===== src/rtl/vector_issue_unit_if.sv =====
// Instruction handshake from the scalar core plus command/status bus to the vector unit.
interface vector_issue_unit_if;
  logic        in_valid;
  logic        in_ready;
  logic [31:0] in_instr;
  logic        vp_enable;
  logic        vp_start_op;
  logic [6:0]  vp_funct;
  logic [4:0]  vp_vs1;
  logic [4:0]  vp_vs2;
  logic [4:0]  vp_vr;
  logic [31:0] vp_vl;
  logic        vp_op_done;

  modport master (
    input  in_valid, in_instr, vp_op_done,
    output in_ready, vp_enable, vp_start_op, vp_funct, vp_vs1, vp_vs2, vp_vr, vp_vl
  );

  modport slave (
    output in_valid, in_instr, vp_op_done,
    input  in_ready, vp_enable, vp_start_op, vp_funct, vp_vs1, vp_vs2, vp_vr, vp_vl
  );
endinterface


===== src/rtl/vector_issue_unit.sv =====
// Vector issue stage: buffers OP-V words, decodes them, handles SETVL locally and issues one op at a time.
// Optional macro ISSUE_STATS_EN adds saturating issued/illegal counters.
module vector_issue_unit #(
  parameter int unsigned FIFO_DEPTH    = 4,
  parameter int unsigned VECTOR_LENGTH = 4,
  parameter int unsigned VL_MAX        = 1023
) (
  input  logic                         clk,
  input  logic                         rst_n,
  vector_issue_unit_if.master          bus,
  input  logic                         issue_en,
  input  logic                         flush,
  output logic                         busy,
  output logic                         illegal,
  output logic [$clog2(FIFO_DEPTH):0]  fifo_count
`ifdef ISSUE_STATS_EN
  ,
  output logic [15:0]                  issued_count,
  output logic [7:0]                   illegal_count
`endif
);

  localparam int unsigned AW = $clog2(FIFO_DEPTH);
  localparam int unsigned CW = AW + 1;

  localparam logic [6:0]  OPC_V    = 7'b1010111;
  localparam logic [6:0]  F_VADD   = 7'h00;
  localparam logic [6:0]  F_VSUB   = 7'h01;
  localparam logic [6:0]  F_VMUL   = 7'h02;
  localparam logic [6:0]  F_VLE    = 7'h40;
  localparam logic [6:0]  F_VSE    = 7'h20;
  localparam logic [6:0]  F_SETVL  = 7'h7F;
  localparam logic [31:0] VL_MAX_W = 32'(VL_MAX);
  localparam logic [31:0] VL_RST   = 32'(VECTOR_LENGTH);

  localparam logic [1:0] S_IDLE  = 2'd0;
  localparam logic [1:0] S_ISSUE = 2'd1;
  localparam logic [1:0] S_WAIT  = 2'd2;

  logic [31:0]   mem [FIFO_DEPTH];
  logic [AW-1:0] rd_ptr;
  logic [AW-1:0] wr_ptr;
  logic [CW-1:0] count_d;

  logic [1:0]    state;
  logic [1:0]    state_d;

  logic          push;
  logic          pop;
  logic [31:0]   head;
  logic [6:0]    head_funct;
  logic          head_opc_ok;
  logic          head_vec;
  logic          head_setvl;
  logic [31:0]   req_vl;
  logic          unused_bits;

  logic          start_d;
  logic          busy_d;
  logic          illegal_d;
  logic          latch_fields;
  logic [31:0]   vl_d;

  // Storage only accepts a word when no flush is discarding the queue this cycle.
  assign push = bus.in_valid && bus.in_ready && !flush;

  // Decode of the FIFO head word.
  always_comb begin
    head        = mem[rd_ptr];
    head_funct  = head[31:25];
    head_opc_ok = (head[6:0] == OPC_V);
    head_vec    = head_opc_ok &&
                  ((head_funct == F_VADD) || (head_funct == F_VSUB) ||
                   (head_funct == F_VMUL) || (head_funct == F_VLE)  ||
                   (head_funct == F_VSE));
    head_setvl  = head_opc_ok && (head_funct == F_SETVL);
    req_vl      = 32'(head[24:15]);
  end

  assign unused_bits = ^head[14:12];

  // FSM state register.
  always_ff @(posedge clk or negedge rst_n) begin
    if (!rst_n) state <= S_IDLE;
    else        state <= state_d;
  end

  // FSM next state, pop decision and next values of the registered outputs.
  always_comb begin
    state_d      = state;
    pop          = 1'b0;
    start_d      = 1'b0;
    illegal_d    = 1'b0;
    latch_fields = 1'b0;
    vl_d         = bus.vp_vl;
    case (state)
      S_IDLE: begin
        if (issue_en && (fifo_count != '0) && !flush) begin
          pop = 1'b1;
          if (head_vec) begin
            state_d      = S_ISSUE;
            start_d      = 1'b1;
            latch_fields = 1'b1;
          end else if (head_setvl) begin
            vl_d = (req_vl > VL_MAX_W) ? VL_MAX_W : req_vl;
          end else begin
            illegal_d = 1'b1;
          end
        end
      end
      S_ISSUE: state_d = S_WAIT;
      S_WAIT:  if (bus.vp_op_done) state_d = S_IDLE;
      default: state_d = S_IDLE;
    endcase
    busy_d = (state_d == S_ISSUE) || (state_d == S_WAIT);
  end

  // Flush wins over any same-cycle push or pop.
  always_comb begin
    count_d = fifo_count;
    if (flush) count_d = '0;
    else       count_d = fifo_count + CW'(push) - CW'(pop);
  end

  always_ff @(posedge clk or negedge rst_n) begin
    if (!rst_n) begin
      rd_ptr       <= '0;
      wr_ptr       <= '0;
      fifo_count   <= '0;
      bus.in_ready <= 1'b1;
    end else begin
      fifo_count   <= count_d;
      bus.in_ready <= (count_d != CW'(FIFO_DEPTH));
      if (flush) begin
        rd_ptr <= '0;
        wr_ptr <= '0;
      end else begin
        if (push) wr_ptr <= wr_ptr + AW'(1);
        if (pop)  rd_ptr <= rd_ptr + AW'(1);
      end
    end
  end

  // Payload storage needs no reset; occupancy gates every read.
  always_ff @(posedge clk) begin
    if (push) mem[wr_ptr] <= bus.in_instr;
  end

  // Vector unit command registers.
  always_ff @(posedge clk or negedge rst_n) begin
    if (!rst_n) begin
      bus.vp_start_op <= 1'b0;
      bus.vp_enable   <= 1'b0;
      bus.vp_funct    <= '0;
      bus.vp_vs1      <= '0;
      bus.vp_vs2      <= '0;
      bus.vp_vr       <= '0;
      bus.vp_vl       <= VL_RST;
      busy            <= 1'b0;
      illegal         <= 1'b0;
    end else begin
      bus.vp_start_op <= start_d;
      bus.vp_enable   <= busy_d;
      bus.vp_vl       <= vl_d;
      busy            <= busy_d;
      illegal         <= illegal_d;
      if (latch_fields) begin
        bus.vp_funct <= head[31:25];
        bus.vp_vs1   <= head[19:15];
        bus.vp_vs2   <= head[24:20];
        bus.vp_vr    <= head[11:7];
      end
    end
  end

`ifdef ISSUE_STATS_EN
  // Saturating event counters.
  always_ff @(posedge clk or negedge rst_n) begin
    if (!rst_n) begin
      issued_count  <= '0;
      illegal_count <= '0;
    end else begin
      if (bus.vp_start_op && (issued_count != 16'hFFFF)) issued_count <= issued_count + 16'd1;
      if (illegal && (illegal_count != 8'hFF))           illegal_count <= illegal_count + 8'd1;
    end
  end
`endif

endmodule


===== src/flat_wrapper.sv =====
// flat-port wrapper written by rule: the top's interface ports become plain ports
module vector_issue_unit_flat 
#(
  parameter int unsigned FIFO_DEPTH    = 4,
  parameter int unsigned VECTOR_LENGTH = 4,
  parameter int unsigned VL_MAX        = 1023
)
  (clk, rst_n, issue_en, flush, busy, illegal, fifo_count, bus_in_valid, bus_in_instr, bus_vp_op_done, bus_in_ready, bus_vp_enable, bus_vp_start_op, bus_vp_funct, bus_vp_vs1, bus_vp_vs2, bus_vp_vr, bus_vp_vl);
  vector_issue_unit_if bus_i ();
  input  logic clk;
  input  logic rst_n;
  input  logic issue_en;
  input  logic flush;
  output logic busy;
  output logic illegal;
  output logic [$clog2(FIFO_DEPTH):0] fifo_count;
  input wire logic [$bits(bus_i.in_valid)-1:0] bus_in_valid;
  input wire logic [$bits(bus_i.in_instr)-1:0] bus_in_instr;
  input wire logic [$bits(bus_i.vp_op_done)-1:0] bus_vp_op_done;
  output wire logic [$bits(bus_i.in_ready)-1:0] bus_in_ready;
  output wire logic [$bits(bus_i.vp_enable)-1:0] bus_vp_enable;
  output wire logic [$bits(bus_i.vp_start_op)-1:0] bus_vp_start_op;
  output wire logic [$bits(bus_i.vp_funct)-1:0] bus_vp_funct;
  output wire logic [$bits(bus_i.vp_vs1)-1:0] bus_vp_vs1;
  output wire logic [$bits(bus_i.vp_vs2)-1:0] bus_vp_vs2;
  output wire logic [$bits(bus_i.vp_vr)-1:0] bus_vp_vr;
  output wire logic [$bits(bus_i.vp_vl)-1:0] bus_vp_vl;
  assign bus_i.in_valid = bus_in_valid;
  assign bus_i.in_instr = bus_in_instr;
  assign bus_i.vp_op_done = bus_vp_op_done;
  assign bus_in_ready = bus_i.in_ready;
  assign bus_vp_enable = bus_i.vp_enable;
  assign bus_vp_start_op = bus_i.vp_start_op;
  assign bus_vp_funct = bus_i.vp_funct;
  assign bus_vp_vs1 = bus_i.vp_vs1;
  assign bus_vp_vs2 = bus_i.vp_vs2;
  assign bus_vp_vr = bus_i.vp_vr;
  assign bus_vp_vl = bus_i.vp_vl;
  vector_issue_unit #(.FIFO_DEPTH(FIFO_DEPTH), .VECTOR_LENGTH(VECTOR_LENGTH), .VL_MAX(VL_MAX)) u_core (.clk(clk), .rst_n(rst_n), .bus(bus_i), .issue_en(issue_en), .flush(flush), .busy(busy), .illegal(illegal), .fifo_count(fifo_count));
endmodule

===== config.mk =====
export PLATFORM = sky130hd
export DESIGN_NAME = vector_issue_unit_flat
export DESIGN_NICKNAME = d
export VERILOG_FILES = /design/src/rtl/vector_issue_unit_if.sv /design/src/rtl/vector_issue_unit.sv /design/src/flat_wrapper.sv
export SDC_FILE = /design/constraint.sdc
export NUM_CORES = 1
export LEC_CHECK = 0
export ABC_AREA = 1
export BUFFER_PORTS_ARGS = -buffer_cell sky130_fd_sc_hd__buf_2
export CORE_MARGIN = 5
export CORE_UTILIZATION = 30
export CTS_CLUSTER_DIAMETER = 80
export DETAILED_ROUTE_END_ITERATION = 12
export MAX_ROUTING_LAYER = met4
export PLACE_DENSITY = 0.5
export SLEW_MARGIN = 10
export SYNTH_ARGS = -nofsm -noshare
export SYNTH_HDL_FRONTEND = slang
export SYNTH_SLANG_ARGS = --single-unit
export TNS_END_PERCENT = 20

===== constraint.sdc =====
create_clock -name clk -period 2.9 [get_ports clk]
set_input_delay 0 -clock clk [delete_from_list [all_inputs] [get_ports clk]]
set_output_delay 0 -clock clk [all_outputs]
set_load 0.01 [all_outputs]

==> results.json, run 1 <==
{
  "die_y_um": 160,
  "slew_headroom": 0.323,
  "htree_levels": 4,
  "drive_gt1_frac": 0.193,
  "finalSetupTns_ps": 0,
  "drcViolationCount": 0,
  "synth_area_per_cell_sq_um": 11.4,
  "synth_top_family_by_area": "simple AND/OR/NAND/NOR gates",
  "yosys.area_share.simple": 0.155,
  "grt_max_degree": 52,
  "yosys_warnings": 0,
  "fp.dieW_um": 160,
  "drtIter0Drc": 194,
  "start_util": 0.306,
  "wl_per_cell_um": 14.5,
  "crit_fanout": 51,
  "reg2reg_from": "u_core.rd_ptr[0]",
  "rows": 54,
  "critical_path_required_ps": 3190,
  "synth.distinct_cells": 30,
  "wl_mm": 14.4,
  "grt_use_total": 0.119,
  "ys.flop_type": "edfxtp_1",
  "r2r_end": "u_core.bus.vp_vs2[0]",
  "io_buffers": 74,
  "tightest_slew_ps": 1010,
  "cts_resized": 0,
  "path_cells": "buf_4 -> nand2_1 -> nor2_1 -> nand3_1 -> nand2_1 -> nand2_1 -> nand2_1 -> nand4_4 -> buf_4 -> nand2_1 -> o21ai_1",
  "grt_pass1_wl_mm": 23.1,
  "min-delay-start": "issue_en",
  "insertion_delay_ps": 430,
  "worstHoldEndpoint": "u_core.illegal",
  "synth_fa_ha_area_frac": 0.0142,
  "cp_data_arrival_time_ps": 2600,
  "cts_tree": "built",
  "synthMuxAreaShare": 0,
  "cts_num_sinks": 161,
  "synthXorXnorAreaFrac": 0,
  "antenna_found_initial": 3,
  "status": "complete, no violations",
  "cp_top_family": "simple AND/OR/NAND/NOR gates",
  "critical_path_buf_inv_count": 2,
  "final_hold_viol_count": 0,
  "nets": 746,
  "startpoint_type": "flip-flop",
  "vias": 4342,
  "synth_edf_count": 116,
  "final_antenna_net_count": 0,
  "cts_setup_buffers": 0,
  "dp_hpwl_mm": 9.42,
  "areaGrowthSynthToFinish_pct": 22.3,
  "numCtsBuffers": 17,
  "critical_path_class": "flip-flop to flip-flop",
  "synthCells": 589,
  "fin_crit_sh": 0.796,
  "ios": 100,
  "critPathSlowestCell": "buf_4",
  "die-area_sq_um": 25500,
  "grt_pass1_vias": 4314,
  "clk_pin_slew_ps": 60,
  "whs_ps": 191,
  "p_leak_uw": 0.00360,
  "holdPathStages": 6,
  "rsz0062_at_grt": "no",
  "ys_ff_latch": 161,
  "maxCapViolCount": 0,
  "cp_common_cell": "nand2_1",
  "post_drt_via_cell_ratio": 4.36,
  "slew_viol_final": 0,
  "max_stage_delay_ps": 480,
  "pwr_density_cell_nw_per_um2": 703,
  "ys_async_sr_fraction": 0.280,
  "hold_class": "input pin to flip-flop",
  "setup_viol": 0,
  "gr-total-overflow": 0,
  "synth_seq_area_share": 0.686,
  "layout_min_cycle_time_ps": 2310,
  "ir_worst_vdd_uv": 423,
  "hold_buffers": 33,
  "worst_clock_skew_ps": 7.10,
  "crit_path_start": "u_core.rd_ptr[0]",
  "gp_congestion": 0.730,
  "max_freq_ghz": 0.433,
  "fp.coreArea_sq_um": 22000,
  "reg2reg_depth": 11,
  "synth_compound_area_frac": 0.0538,
  "syn-cell-area_sq_um": 6720,
  "end_kind": "flip-flop",
  "dr.pass1.iters": 6,
  "cts_buffer_depth": 2,
  "r2r_setup_slack_ps": 590,
  "cts_root_buffer": "clkbuf_16"
}
==> per-stage QoR <==
stage	instance area [sq um]	std cells	worst slack [ps]	total power (uW)	utilization
detailed placement	7300	929	604	3600	0.332
global placement	7300	929	629	3570	0.332
CTS	8210	994	575	5860	0.374
floorplan	6800	610	176	3340	-
global route	8220	997	358	6080	0.374
finish	8220	997	593	5780	0.374
==> cell families (layout without fill, tap and decap cells) <==
group,after synthesis,after routing
flip-flops,161,161
AND/OR/NAND/NOR,239,239
other,1,25
adder cells (fa/ha/maj),7,7
AO/OA/AOI/OAI,58,58
buffers and inverters,123,227
==> sequential cells by signal, indices dropped and copies added, names as in the netlist, 2 cells and up <==
name	flops
u_core.fifo_count	3
u_core.rd_ptr	2
u_core.mem	116
u_core.bus.vp_vl	10
u_core.wr_ptr	2
u_core.bus.vp_vs2	5
u_core.bus.vp_funct	7
u_core.state	2
u_core.bus.vp_vr	5
u_core.bus.vp_vs1	5
==> layer usage <==
| layer | part of all wire | global-route usage |
|---|---|---|
| met3 | 0.048 | 0.0304 |
| met4 | 0.014 | 0.0414 |
| met1 | 0.49 | 0.157 |
| met5 | 0 | - |
| met2 | 0.45 | 0.180 |
==> area by class of cell <==
| class | count | area, sq um |
|---|---|---|
| Antenna cell | 3 | 7.51 |
| Clock buffer | 17 | 425 |
| Clock inverter | 15 | 158 |
| Fill cell | 2118 | 13700 |
| Inverter | 76 | 285 |
| Multi-Input combinational cell | 326 | 1590 |
| Sequential cell | 161 | 4610 |
| Tap cell | 280 | 350 |
| Timing Repair Buffer | 119 | 791 |
==> Yosys cell counts (3+ instances only) <==
cell      instances  area share
nor2_1           30       0.017
a21oi_1          14       0.010
ha_1              6       0.011
nand2_2           5      0.0047
clkbuf_1          8      0.0045
nand2_1         158       0.088
buf_6             5      0.0084
dfrtp_1          43        0.16
inv_1            74       0.041
nor3_1            3      0.0022
buf_2             7      0.0052
nand4_1          17       0.016
o21ai_0          15       0.011
a32o_1           10       0.015
o22ai_1           5      0.0047
nand3_1          19       0.014
o21ai_2           4      0.0052
o21ai_1          10      0.0074
edfxtp_1        116        0.52
buf_4            27       0.030
==> layout by cell type, fill, tap and decap left out, types with 5 or more instances in the layout <==
master	count
a21oi_1	14
dfrtp_1	43
buf_4	12
ha_1	6
inv_1	74
o22ai_1	5
o21ai_0	15
dlygate4sd3_1	33
clkbuf_16	17
a32o_1	10
conb_1	22
o21ai_1	10
nand2_1	158
buf_2	74
nand3_1	19
nor2_1	26
nand2_2	5
edfxtp_1	116
nand4_1	17
==> worst max path at each step <==
| stage | endpoint | slack [ps] | cells after the start |
|---|---|---|---|
| CTS | u_core.bus.in_ready | 580 | 12 |
| floorplan | u_core.bus.in_ready | 180 | 14 |
| global route | u_core.bus.vp_vr[0] | 360 | 13 |
| finish | u_core.bus.vp_vs2[0] | 590 | 11 |
| global placement | u_core.bus.vp_funct[0] | 630 | 11 |
| detailed placement | u_core.bus.in_ready | 600 | 12 |
==> worst min-delay path, cell delays in order <==
cell and delay, ps:
buf_2 100, nand3_1 90, nor3_2 50, buf_4 200, nand2_1 90, a21oi_1 40
==> power breakdown <==
group / internal (uW) / switching, uW
combinational: 281 / 609
sequential: 2640 / 49.1
clock: 1280 / 925
total: 4200 / 1580
Power figures use the tool's default switching activity.
==> run 2: changes to the inputs <==
--- a/config.mk
+++ b/config.mk
@@ -12,7 +12,7 @@
 export CTS_CLUSTER_DIAMETER = 80
 export DETAILED_ROUTE_END_ITERATION = 12
 export MAX_ROUTING_LAYER = met4
-export PLACE_DENSITY = 0.5
+export PLACE_DENSITY = 0.52
 export SLEW_MARGIN = 10
 export SYNTH_ARGS = -nofsm -noshare
 export SYNTH_HDL_FRONTEND = slang
==> constraint.sdc (replaced) <==
create_clock -name clk -period 2.1 [get_ports clk]
set_input_delay 0 -clock clk [delete_from_list [all_inputs] [get_ports clk]]
set_output_delay 0 -clock clk [all_outputs]
set_load 0.01 [all_outputs]
==> results.json, run 2 (synthesis gave the netlist of run 1 again) <==
{
  "dr.pass1.iters": 6,
  "dp_cells": 936,
  "antenna_found_initial": 1,
  "slew_viol_final": 0,
  "clk_pin_slew_ps": 60,
  "layout_common_cells": "158 x nand2_1, 116 x edfxtp_1, 74 x buf_2",
  "cp_data_arrival_time_ps": 2340,
  "final_common_cell": "nand2_1",
  "r2r_setup_slack_ps": 100,
  "cts_root_buffer": "clkbuf_16",
  "drt-met1-wl_mm": 6.72,
  "cp-endpoint": "u_core.bus.in_ready",
  "status": "complete, no violations",
  "largest_reg_flops": 116,
  "nFillCells": 2121,
  "reg2reg_from": "u_core.fifo_count[2]",
  "final_hold_viol_count": 0,
  "whs_ps": 32.5,
  "start_util": 0.306,
  "highest_layer": "met4",
  "pwr_density_cell_nw_per_um2": 962,
  "r2r_end": "u_core.bus.in_ready",
  "setup_viol": 0,
  "critical_path_required_ps": 2440,
  "crit_path_start": "u_core.fifo_count[2]",
  "route.met2.wl_mm": 6.77,
  "fin_crit_sh": 0.951,
  "fp.coreArea_sq_um": 22000,
  "grt_pass1_wl_mm": 23.1,
  "final_antenna_net_count": 0,
  "fin_cells": 1002,
  "crit_fanout": 2,
  "tightest_slew_ps": 785,
  "totalPowerFinal_uw": 8080,
  "insertion_delay_ps": 420,
  "post_drt_via_cell_ratio": 4.30,
  "die_y_um": 160,
  "drtIter0Drc": 189,
  "io_buffers": 74,
  "max_freq_ghz": 0.501,
  "cts_num_sinks": 161,
  "rows": 54,
  "grt_use_total": 0.119,
  "drive_gt1_frac": 0.216,
  "layout_min_cycle_time_ps": 2000,
  "p_leak_uw": 0.00365,
  "cts_buffer_depth": 2,
  "htree_levels": 4,
  "die-area_sq_um": 25500,
  "drcViolationCount": 0,
  "gp_congestion": 0.773,
  "fp.dieW_um": 160,
  "dp_hpwl_mm": 9.42,
  "gr-total-overflow": 0,
  "route.met3.wl_um": 607,
  "wl_per_cell_um": 14.4,
  "slew_headroom": 0.477,
  "reg2reg_depth": 12,
  "critical_path_class": "flip-flop to flip-flop",
  "startpoint_type": "flip-flop",
  "numCtsBuffers": 17,
  "regMostFlops": "u_core.mem",
  "cts_tree": "built",
  "maxCapViolCount": 0,
  "vias": 4310,
  "hold_class": "input pin to flip-flop",
  "reg_top3": "u_core.mem (116), u_core.bus.vp_vl (10), u_core.bus.vp_funct (7)",
  "end_kind": "flip-flop",
  "path_cells": "inv_2 -> nand3_2 -> nand3_2 -> nor3_4 -> ha_4 -> inv_1 -> ha_1 -> inv_1 -> fa_2 -> nor2_1 -> nor2_1 -> nand2_1",
  "wl_mm": 14.4,
  "post-route-util": 0.382,
  "nets": 754,
  "max_stage_delay_ps": 510,
  "grt_max_degree": 40,
  "grt_pass1_vias": 4292,
  "areaGrowthSynthToFinish_pct": 25.0,
  "worst_clock_skew_ps": 8.32,
  "rsz0062_at_grt": "yes",
  "critPathSlowestCell": "fa_2",
  "ios": 100,
  "ir_worst_vdd_uv": 476
}
## run 2: changes by cell type in the layout (fill, tap and decap cells not counted), sizes merged
cell,before,now
buf,86,95
clkbuf,17,20
clkinv,6,4
clkinvlp,1,2
diode,3,1
dlygate4sd3,33,32
inv,82,79
## run 2: stage by stage
step	setup WS, ps	TNS [ps]	cell area, sq um
2_1_floorplan	-288	-16250	6870
3_3_place_gp	37.2	0	7460
3_5_place_dp	2.38	0	7460
4_1_cts	38.1	0	8350
5_1_grt	-8.14	-8.14	8400
6_report	102	0	8400
## run 2: per-layer routing
metal | vias up | track usage
met5 | - | -
met4 | 0 | 0.0430
met3 | 22 | 0.0302
met2 | 96 | 0.189
met1 | 2038 | 0.149
li1 | 2154 | -
## run 2: what timing repair did
action	in CTS	in global routing
buffers inserted	0	2
setup endpoints to repair	1	16
hold buffers	32	0
hold endpoints to repair	154	0
cloned	0	0
pin swaps	1	6
gates resized for setup	0	8
## run 2: how the worst min path moves through the flow
stage / start / endpoint / depth (start not counted)
after floorplan: rst_n / u_core.bus.vp_enable / 0
after global placement: rst_n / u_core.fifo_count[2] / 1
after detailed placement: rst_n / u_core.fifo_count[2] / 1
final: bus_in_valid / u_core.wr_ptr[0] / 4
after CTS: bus_in_valid / u_core.wr_ptr[0] / 4
after global routing: bus_in_valid / u_core.wr_ptr[1] / 4
## run 2: final cells by class
type	count	area, sq um	area share
repair buffers	127	918	0.109
flip-flops and latches	161	4610	0.549
multi-input cells	326	1660	0.197
well taps	280	350	0.0417
clock buffers	20	437	0.0520
inverters	76	288	0.0343
diodes	1	2.50	0.000298
clock inverters	11	131	0.0156
## run 2: power breakdown
group | switching [uW] | total, uW | internal, uW
logic | 886 | 1390 | 499
registers | 68.6 | 3710 | 3640
clock network | 1220 | 2980 | 1760
total | 2180 | 8080 | 5900
## run 2: critical path: cells and delay by family (launching register included)
kind | cells | cell delay (ps)
buffers and inverters | 3 | 150
adders and majority gates | 3 | 870
DFF | 1 | 360
and+or+nand+nor | 6 | 550
==> run 3: changes to the inputs <==
--- a/config.mk
+++ b/config.mk
@@ -6,13 +6,13 @@
 export NUM_CORES = 1
 export LEC_CHECK = 0
 export ABC_AREA = 1
-export BUFFER_PORTS_ARGS = -buffer_cell sky130_fd_sc_hd__buf_2
 export CORE_MARGIN = 5
 export CORE_UTILIZATION = 30
 export CTS_CLUSTER_DIAMETER = 80
 export DETAILED_ROUTE_END_ITERATION = 12
+export DONT_BUFFER_PORTS = 1
 export MAX_ROUTING_LAYER = met4
-export PLACE_DENSITY = 0.52
+export PLACE_DENSITY = 0.48
 export SLEW_MARGIN = 10
 export SYNTH_ARGS = -nofsm -noshare
 export SYNTH_HDL_FRONTEND = slang
==> results.json, run 3 (synthesis gave the netlist of run 1 again) <==
{
  "grt_max_degree": 46,
  "vias": 4114,
  "fin_crit_sh": 0.974,
  "dr.pass1.iters": 5,
  "startpoint_type": "input pin",
  "cts_num_sinks": 161,
  "cts_buffer_depth": 2,
  "start_util": 0.306,
  "clk_pin_slew_ps": 70,
  "wl_per_cell_um": 15.5,
  "max_stage_delay_ps": 640,
  "grt_use_total": 0.121,
  "hold_class": "input pin to asynchronous set/reset pin",
  "cts_tree": "built",
  "worst_clock_skew_ps": 17.7,
  "drcViolationCount": 0,
  "ios": 100,
  "maxCapViolCount": 0,
  "drtIter0Drc": 250,
  "wl_mm": 14.5,
  "reg2reg_from": "u_core.fifo_count[0]",
  "pwr_density_cell_nw_per_um2": 1020,
  "rows": 54,
  "whs_ps": 75.8,
  "drive_gt1_frac": 0.144,
  "fin_cells": 934,
  "status": "complete, no violations",
  "r2r_end": "u_core.bus.in_ready",
  "die_y_um": 160,
  "fp.coreArea_sq_um": 22000,
  "rsz0062_at_grt": "yes",
  "p_sw_frac": 0.281,
  "cp_data_arrival_time_ps": 2390,
  "htree_levels": 4,
  "clkPwrFrac": 0.382,
  "end_kind": "flip-flop",
  "dp_hpwl_mm": 9.57,
  "reg2reg_depth": 12,
  "ir_worst_vdd_uv": 362,
  "finalSetupTns_ps": 0,
  "p_leak_uw": 0.00341,
  "regMostFlops": "u_core.mem",
  "r2r_setup_slack_ps": 60,
  "p_int_uw": 5990,
  "grt_pass1_wl_mm": 23.1,
  "nets": 685,
  "critPathSlowestCell": "dlygate4sd3_1",
  "cts_root_buffer": "clkbuf_16",
  "fp.dieW_um": 160,
  "die-area_sq_um": 25500,
  "final_common_cell": "nand2_1",
  "areaGrowthSynthToFinish_pct": 21.5,
  "final_antenna_net_count": 0,
  "totalPowerFinal_uw": 8320,
  "largest_reg_flops": 116,
  "critical_path_required_ps": 2440,
  "grt_pass1_vias": 4186,
  "reg_top3": "u_core.mem (116), u_core.bus.vp_vl (10), u_core.bus.vp_funct (7)",
  "crit_fanout": 5,
  "numCtsBuffers": 17,
  "setup_viol": 0,
  "slew_viol_final": 0,
  "gp_congestion": 0.769,
  "post-route-util": 0.372,
  "critical_path_class": "input pin to flip-flop",
  "final_hold_viol_count": 0,
  "layout_min_cycle_time_ps": 2040,
  "p_sw_uw": 2340,
  "max_freq_ghz": 0.489,
  "power_frac_comb": 0.171,
  "gr-total-overflow": 0,
  "io_buffers": 0,
  "insertion_delay_ps": 430,
  "layout_common_cells": "158 x nand2_1, 116 x edfxtp_1, 69 x inv_1",
  "dp_cells": 864,
  "path_cells": "dlygate4sd3_1 -> inv_1 -> nand3_2 -> nor3_4 -> ha_4 -> inv_4 -> ha_4 -> inv_2 -> fa_2 -> and3_4 -> nor3_4 -> nand2_1",
  "post_drt_via_cell_ratio": 4.40,
  "pwr-share-seq": 0.446,
  "antenna_found_initial": 1
}
-- run 3: cell types whose count changed in the layout (fill, tap and decap cells not counted), sizes merged --
cell | previous run | this run
buf | 95 | 25
clkbuf | 20 | 17
clkinv | 4 | 3
clkinvlp | 2 | 1
dlygate4sd3 | 32 | 33
inv | 79 | 85
-- run 3: metrics by stage --
| step | setup slack [ps] | area (sq um) |
|---|---|---|
| after global placement | 45.7 | 7120 |
| after global routing | -68.7 | 8160 |
| after CTS | 49.7 | 8100 |
| after floorplan | -288 | 6870 |
| after detailed placement | 6.08 | 7120 |
| final | 55.1 | 8160 |
-- run 3: layout make-up --
| cell class | instances | area, sq um |
|---|---|---|
| timing repair buffer | 58 | 621 |
| inverter | 76 | 288 |
| clock buffer | 17 | 425 |
| clock inverter | 15 | 191 |
| sequential | 161 | 4610 |
| multi-input combinational | 326 | 1670 |
| tap | 280 | 350 |
| antenna | 1 | 2.50 |
| fill | 2110 | 13800 |
-- run 3: how the worst max path moves through the flow --
stage / depth (start not counted) / slack [ps] / endpoint / start
floorplan: 14 / -290 / u_core.bus.in_ready / u_core.fifo_count[0]
global placement: 12 / 50 / u_core.bus.in_ready / u_core.fifo_count[2]
detailed placement: 12 / 6 / u_core.bus.in_ready / u_core.fifo_count[0]
CTS: 12 / 50 / u_core.bus.in_ready / u_core.fifo_count[0]
global route: 12 / -70 / u_core.bus.in_ready / flush
finish: 12 / 60 / u_core.bus.in_ready / flush
-- run 3: repair_timing --
action	CTS	global route
buffers inserted	0	3
endpoints found under the hold margin	171	0
resized for setup	0	11
setup endpoints to repair	1	12
pin swaps	1	6
hold buffers	34	0
-- run 3: worst max-delay path: cells and delay by family --
family        cells  cell delay, ps
simple gates      5             760
fa+ha+maj         3             690
buf+inv           4             930
-- run 3: power by group through the flow --
stage,clock (uW),combinational [uW],sequential (uW)
final,3180,1430,3710
after global routing,3410,1610,3730
after CTS,3280,1350,3710
after detailed placement,0,1240,3780
after global placement,0,1230,3770
after floorplan,0,895,3790
-- run 3: per-layer routing --
layer	track usage	wire, um	vias to the layer above	share of wire
met1	0.140	6320	1969	0.44
met3	0.0309	676	23	0.047
met2	0.202	7200	101	0.50
met4	0.0497	301	0	0.021
li1	-	-	2021	-
met5	-	0	-	0
